### config.mk
export PLATFORM = sky130hd
export DESIGN_NAME = arashi_mem_arb
export DESIGN_NICKNAME = d
export VERILOG_FILES = /design/src/rtl/arashi_mem_arb.sv
export SDC_FILE = /design/constraint.sdc
export NUM_CORES = 1
export LEC_CHECK = 0
export ABC_AREA = 1
export BUFFER_PORTS_ARGS = -buffer_cell sky130_fd_sc_hd__buf_2
export CAP_MARGIN = 20
export CORE_UTILIZATION = 45
export CTS_CLUSTER_DIAMETER = 80
export DETAILED_ROUTE_END_ITERATION = 12
export PLACE_DENSITY = 0.72
export SYNTH_ARGS = -nofsm -noshare
export SYNTH_HDL_FRONTEND = slang
export SYNTH_SLANG_ARGS = --single-unit
### constraint.sdc
create_clock -name clk -period 3.95 [get_ports clk]
set_input_delay 0.1975 -clock clk [delete_from_list [all_inputs] [get_ports clk]]
set_output_delay 0.1975 -clock clk [all_outputs]
set_load 0.02 [all_outputs]
### src/rtl/arashi_mem_arb.sv
// ============================================================================
// arashi_mem_arb
// ----------------------------------------------------------------------------
// Round-robin arbiter for the shared memory read port. Any number of threads
// (a power of two) can request at once. The winning thread keeps its grant for
// a whole burst of up to MAX_BURST beats, and the memory can hold off any beat
// with mem_ready. When a burst ends, that thread becomes the lowest priority.
// If another request is pending, the next grant is issued on the same edge, so
// the port never sits idle between bursts.
//
// Parameters
//   THREAD_NUM_WIDTH  log2 of the thread count (1..5)
//   MAX_BURST         maximum beats per grant (1..15)
//   THREAD_NUM        derived, 1 << THREAD_NUM_WIDTH
//   BURST_WIDTH       derived, width of one burst_len field
//
// Ports
//   clk        in   clock, all logic on the rising edge
//   rstn       in   asynchronous active-low reset
//   avail      in   per-thread read request
//   burst_len  in   per-thread burst length, thread i at [i*BURST_WIDTH +: BURST_WIDTH]
//   mem_ready  in   memory accepts the offered beat this cycle
//   r_ena      out  one-hot grant, zero while r_valid is low
//   r_valid    out  a beat is offered to memory
//   r_tid      out  index of the granted thread (holds its value while idle)
//   r_last     out  the offered beat is the last one of the burst
// ============================================================================
module arashi_mem_arb #(
    parameter int unsigned  THREAD_NUM_WIDTH = 3,
    parameter int unsigned  MAX_BURST        = 4,
    localparam int unsigned THREAD_NUM       = 1 << THREAD_NUM_WIDTH,
    localparam int unsigned BURST_WIDTH      = $clog2(MAX_BURST + 1)
) (
    input  logic                              clk,
    input  logic                              rstn,
    input  logic [THREAD_NUM-1:0]             avail,
    input  logic [THREAD_NUM*BURST_WIDTH-1:0] burst_len,
    input  logic                              mem_ready,
    output logic [THREAD_NUM-1:0]             r_ena,
    output logic                              r_valid,
    output logic [THREAD_NUM_WIDTH-1:0]       r_tid,
    output logic                              r_last
);

    typedef enum logic {StIdle, StGrant} state_e;

    state_e                      r_state;
    logic [THREAD_NUM_WIDTH-1:0] r_ptr;
    logic [BURST_WIDTH-1:0]      r_beats_left;

    logic [THREAD_NUM_WIDTH-1:0] w_start;
    logic [THREAD_NUM_WIDTH-1:0] w_win;
    logic                        w_found;
    logic [BURST_WIDTH-1:0]      w_raw_len;
    logic [BURST_WIDTH-1:0]      w_eff_len;
    logic                        w_accept;

    assign w_accept = r_valid & mem_ready;

    // While granted, the search that matters is the back-to-back one taken on the
    // last beat, whose pointer is r_tid+1 -- the value r_ptr is being loaded with
    // on that same edge. Using it directly avoids a one-cycle bubble.
    assign w_start = (r_state == StGrant) ? r_tid + THREAD_NUM_WIDTH'(1) : r_ptr;

    // Circular first-set search from w_start; index arithmetic wraps naturally.
    always_comb begin : search
        logic [THREAD_NUM_WIDTH-1:0] idx;
        w_win   = '0;
        w_found = 1'b0;
        idx     = '0;
        for (int i = 0; i < THREAD_NUM; i++) begin
            idx = w_start + THREAD_NUM_WIDTH'(i);
            if (!w_found && avail[idx]) begin
                w_found = 1'b1;
                w_win   = idx;
            end
        end
    end

    // Burst length of the winner: 0 means a single beat, oversize values clamp.
    assign w_raw_len = burst_len[w_win*BURST_WIDTH +: BURST_WIDTH];

    always_comb begin
        w_eff_len = w_raw_len;
        if (w_raw_len == '0) begin
            w_eff_len = BURST_WIDTH'(1);
        end else if (w_raw_len > BURST_WIDTH'(MAX_BURST)) begin
            w_eff_len = BURST_WIDTH'(MAX_BURST);
        end
    end

    always_ff @(posedge clk or negedge rstn) begin
        if (!rstn) begin
            r_state      <= StIdle;
            r_ptr        <= '0;
            r_beats_left <= '0;
            r_ena        <= '0;
            r_valid      <= 1'b0;
            r_tid        <= '0;
            r_last       <= 1'b0;
        end else begin
            unique case (r_state)
                StIdle: begin
                    if (w_found) begin
                        r_state      <= StGrant;
                        r_ena        <= THREAD_NUM'(1) << w_win;
                        r_tid        <= w_win;
                        r_valid      <= 1'b1;
                        r_beats_left <= w_eff_len;
                        r_last       <= (w_eff_len == BURST_WIDTH'(1));
                    end
                end
                StGrant: begin
                    // Outputs hold while memory stalls the beat.
                    if (w_accept) begin
                        if (r_beats_left > BURST_WIDTH'(1)) begin
                            r_beats_left <= r_beats_left - BURST_WIDTH'(1);
                            r_last       <= (r_beats_left == BURST_WIDTH'(2));
                        end else begin
                            r_ptr <= r_tid + THREAD_NUM_WIDTH'(1);
                            if (w_found) begin
                                r_ena        <= THREAD_NUM'(1) << w_win;
                                r_tid        <= w_win;
                                r_valid      <= 1'b1;
                                r_beats_left <= w_eff_len;
                                r_last       <= (w_eff_len == BURST_WIDTH'(1));
                            end else begin
                                r_state      <= StIdle;
                                r_ena        <= '0;
                                r_valid      <= 1'b0;
                                r_last       <= 1'b0;
                                r_beats_left <= '0;
                            end
                        end
                    end
                end
                default: r_state <= StIdle;
            endcase
        end
    end

endmodule

Word level (Yosys, flattened, before mapping)

Cells that the tools add are included.

Bits in registers: 20
Logic and storage cells: 118
Output and inout port bits: 13
Bits of input ports: 35

$lt $le $gt $ge: 10
Shift-type cells: 2
Equal/unequal tests: 5
Multiply operators: 1
Muxes and demuxes: 62
$add $sub $neg: 9
Reductions and logical operators: 19
Bitwise operators: 3

Operators by type and width:

| cell                                                                  | count |
|---|---|
| 3-bit two-way mux                                                     | 18 |
| 3-bit by 4-bit < comparator with 1-bit output (second input constant) | 8 |
| 8-bit two-way mux                                                     | 4 |
| 1-bit two-way mux                                                     | 26 |
| 1-bit binary-select mux with 3-bit select                             | 8 |
| 24-bit by 6-bit variable part select with 3-bit output                | 1 |
| 8-bit one-hot mux with 2 select lines                                 | 1 |
| 3-bit adder (second input constant)                                   | 4 |
| 3-bit one-hot mux with 2 select lines                                 | 2 |
| 1-bit by 3-bit left shift with 8-bit output (first input constant)    | 1 |
| 1-bit logical AND                                                     | 7 |
| 1-bit zero test                                                       | 7 |
| 3-bit by 1-bit adder with 3-bit output (second input constant)        | 2 |
| 3-bit by 2-bit adder with 3-bit output (second input constant)        | 2 |
| 1-bit one-hot mux with 2 select lines                                 | 3 |
| 3-bit AND reduction                                                   | 2 |
| 3-bit by 2-bit multiplier with 5-bit output (second input constant)   | 1 |
| 2-bit != test (second input constant)                                 | 2 |
| 2-bit AND reduction                                                   | 2 |
| 3-bit by 1-bit == test with 1-bit output (second input constant)      | 1 |
| 3-bit by 2-bit == test with 1-bit output (second input constant)      | 1 |
| 3-bit by 1-bit > comparator with 1-bit output (second input constant) | 1 |
| 3-bit > comparator (second input constant)                            | 1 |
| 3-bit zero test                                                       | 1 |
| other kinds (4)                                                       | 5 |

Logic depth before layout (Yosys ltp)

Depth in word-level cells: 36
Depth in mapped cells: 28
Mapped depth without buffers: 26

Least setup slack after synthesis

Ideal clock, no wire load.

Path type: reg-to-reg
From: register r_tid[0]
To: register r_beats_left[0]
Setup slack: 0.653 ns
Clock period less this slack: 3.297 ns
Library setup time: 0.122 ns
Stages on the path, launching flop included: 28
Data required time: 3.828 ns
Data arrival time: 3.176 ns
Path buffers: 2
Path through: dfrtp_1 > ha_1 > inv_1 > nand2_1 > nand2_1 > buf_6 > ha_1 > inv_1 > nand3_1 > nand2_1 > inv_1 > o21ai_0 > inv_1 > nor2_1 > nor2_2 > nand2_2 > nand2_2 > nand3_4 > buf_6 > nand2_1 > nand2_1 > nand2_1 > nand2_1 > nand2_1 > nand2_1 > nand2_1 > nand2_1 > a21oi_2

Longest elaborated chain between the ends: 35
Elaborated cells on any way between the ends: 68
Classes of those cells: add/sub (8); mul (1); order compare (1); eq/ne (1); shift (1); mux (40); reduce/logical (16)

RTL lines:

| what                                                                                            | RTL line | source |
|---|---|---|
| from (decl)                                                                                     | 41       | `output logic [THREAD_NUM_WIDTH-1:0] r_tid,` |
| from (signal assigned)                                                                          | 107      | `r_tid <= w_win;` |
| from (signal assigned)                                                                          | 123      | `r_tid <= w_win;` |
| 3-bit by 1-bit adder with 3-bit output *                                                        | 63       | `assign w_start = (r_state == StGrant) ? r_tid + THREAD_NUM_WIDTH'(1) : r_ptr;` |
| 3-bit two-way mux *                                                                             | 63       |  |
| parallel branches: the longest is 33 deep, another holds 3-bit by 1-bit adder with 3-bit output | n/a      |  |
| to (signal assigned)                                                                            | 109      | `r_beats_left <= w_eff_len;` |
| to (signal assigned)                                                                            | 117      | `r_beats_left <= r_beats_left - BURST_WIDTH'(1);` |
| to (signal assigned)                                                                            | 125      | `r_beats_left <= w_eff_len;` |
| to (decl)                                                                                       | 49       | `logic [BURST_WIDTH-1:0] r_beats_left;` |

Every way passes the cells marked *. The select of a mux whose other input is x is not followed.
A chain may end at the register's enable or synchronous reset.

Worst setup path in the final report

From: register r_tid[0]
To: register r_beats_left[1]

Same word-level chain as after synthesis.

==> flow_metrics.tcl <==
set metrics [dict create \
    path_max_fanout 13 \
    detail-route-antenna-nets 0 \
    layout-drive-gt1-share_pct 25.2 \
    multi_input_area_sq_um 1520 \
    antenna_cells 0 \
    slew_viol_final 0 \
    cp.required_ps 4100 \
    max_freq_ghz 0.284 \
    h-tree-depth 1 \
    hold_depth 4 \
    hold_start "mem_ready" \
    cts_tree "done" \
    synthDistinctLibCells 33 \
    portBuffers 47 \
    yosys_register_bits 20 \
    synth.avg_cell_area_sq_um 6.13 \
    fin_ws_ps 427 \
    r2r_start "r_tid[0]" \
    worstPathArrival_ps 3680 \
    grt_max_degree 21 \
    syn_area_sq_um 2270 \
    clock_path_buffers 2 \
    die_h_um 73 \
    hold_viol_final 0 \
    drt-total-wl_um 5550 \
    min_period_ps 3520 \
    via_per_inst 4.99 \
    nNetsFinal 467 \
    die-area_sq_um 5330 \
    clk_latency_ps 260 \
    layout_commonest_cell "nand2_1" \
    n_fill_cell 484 \
    yosysSeqAreaShare_pct 22.1 \
    worstMarginPinSlew_ps 612 \
    end_kind "flop" \
    gp_congestion 0.889 \
    start_util_pct 47.4 \
    final_cell_mix "148 x nand2_1, 47 x buf_2, 45 x inv_1" \
    die_w_um 73 \
    max_cap_viol_count 0 \
    hp-class "in -> reg" \
    holdPathEnd "r_state" \
    drc 0 \
    antenna_found_initial 0 \
    reg2reg_to "r_beats_left[1]" \
    regArea_sq_um 503 \
    clockRootBuffer "clkbuf_8" \
    reg2reg_slack_ps 430 \
    synth_nets 411 \
    first_global_vias 2194 \
    crit_type "reg -> reg" \
    period_share_pct 89.2 \
    crit_path_start_kind "flop" \
    num_rows 25 \
    grt_overflow_total 0 \
    drt_iter0_drc 172 \
    numCtsBuffers 3 \
    hpwl_um 4270 \
    cts.sinks 20 \
    pre_cts_slack_ps 123 \
    status "completed" \
    synthToLayoutAreaGrowth_pct 17.9 \
    core_sq_um 4790 \
    track_usage_pct 22.5 \
    pin_count 48 \
    avgRoutedWirePerCell_um 11.3 \
    clock_skew_ps 3.78 \
    grt_pass1_wl_um 9520 \
    yosys_warnings 0 \
    dr_total_vias 2451 \
    r2r_cells 26 \
    clk_pin_slew_ps 70 \
    setup_viol 0 \
    postSynthCellCount 370 \
    max-slew-margin-rel_pct 59.0 \
    dr.pass1.iters 4 \
]
[how the worst max path moves through the flow]
stage / from / end / slack [ps]
floorplan: r_tid[0] / r_beats_left[0] / 650
global placement: r_state / r_beats_left[1] / 160
detailed placement: r_state / r_beats_left[1] / 120
global route: r_tid[0] / r_beats_left[0] / -5
CTS: r_state / r_beats_left[1] / 90
finish: r_tid[0] / r_beats_left[1] / 430
[sequential cells by signal (all words and copies together) (netlist names)]
register	count
r_ena	8
r_beats_left	3
r_ptr	3
r_tid	3
r_last	1
r_state	1
r_valid	1
[Yosys cell counts]
library cell	count	area share, %
o21bai_1	1	0.33
buf_2	1	0.22
nand2_2	14	3.9
nand3b_1	1	0.33
ha_1	6	3.3
buf_12	1	0.88
buf_4	1	0.33
nand3_2	5	2.2
nand2_4	3	1.5
a21oi_2	3	1.2
nand4_1	14	3.9
nand3_1	34	7.5
a22oi_1	2	0.66
inv_2	4	0.66
a31oi_1	2	0.55
nor2_2	4	1.1
o21ai_1	4	0.88
a31oi_2	1	0.55
a21oi_1	7	1.5
dfrtp_1	20	22
o21ai_0	16	3.5
o22ai_1	2	0.55
nor2_4	2	0.99
xor2_1	1	0.39
o211ai_1	1	0.33
nand3_4	2	1.5
buf_6	5	2.5
nand2_8	1	0.88
nor2_1	17	2.8
nand4_2	1	0.55
nand2_1	148	24
inv_8	1	0.50
inv_1	45	7.4
[final cells by class]
| type | count | share of cell area (%) |
|---|---|---|
| flip-flops and latches | 20 | 18.8 |
| repair buffers | 59 | 12.3 |
| clock buffers | 3 | 1.54 |
| multi-input cells | 292 | 56.9 |
| inverters | 50 | 7.30 |
| well taps | 67 | 3.14 |
[metrics by stage]
| step | hold WS (ps) | std cells | area (sq um) | setup TNS [ps] | utilization, % |
|---|---|---|---|---|---|
| 4_1_cts | 266 | 481 | 2560 | 0 | 53.4 |
| 6_report | 268 | 491 | 2670 | 0 | 55.9 |
| 3_5_place_dp | 170 | 477 | 2510 | 0 | 52.4 |
| 3_3_place_gp | 169 | 477 | 2510 | 0 | 52.4 |
| 5_1_grt | 301 | 491 | 2670 | -6.24 | 55.9 |
| 2_1_floorplan | -98.1 | 370 | 2270 | 0 | - |
[layer usage]
metal / routed length (um) / up-vias / track usage (%)
met2: 2700 / 57 / 39.0
li1: - / 1297 / -
met1: 2560 / 1089 / 30.1
met3: 231 / 8 / 2.90
met5: 0 / - / 0
met4: 54 / 0 / 3.70
[worst max-delay path, stage by stage (launching register included)]
cell and delay, ps:
dfrtp_2 440, ha_1 300, nand2_1 60, nand2_2 210
ha_1 250, inv_1 80, nand3_1 100, nand2_1 90
nand2_1 90, nand2_1 100, nor2_4 160, nand4_2 140
nor2_4 180, nand3_4 120, nand2_2 120, nand2_4 110
nand3_4 150, buf_4 160, nand2_1 50, nand2_1 50
nand2_1 40, nand2_1 70, nand2_1 60, nand2_2 70
nor2_2 50, nand2_1 90, a21oi_2 60
[kinds of logic after synthesis]
logic type               count (synthesis)  synth area share, %
XOR/XNOR                                 1                0.386
flip-flops                              20                 22.1
adder cells (fa/ha/maj)                  6                 3.31
buffers and inverters                   58                 12.5
AO/OA/AOI/OAI                           39                 10.1
AND/OR/NAND/NOR                        246                 51.6
[repair_timing]
| item | in CTS | in global routing |
|---|---|---|
| gates resized for setup | 0 | 12 |
| hold buffers | 1 | 0 |
| buffers inserted | 0 | 10 |
| endpoints found under the setup margin | 0 | 14 |
| hold endpoints to repair | 20 | 0 |
Power is left out: the tool's default activity adds up to more than one toggle a clock period on the data nets, which glitch-free logic cannot reach.
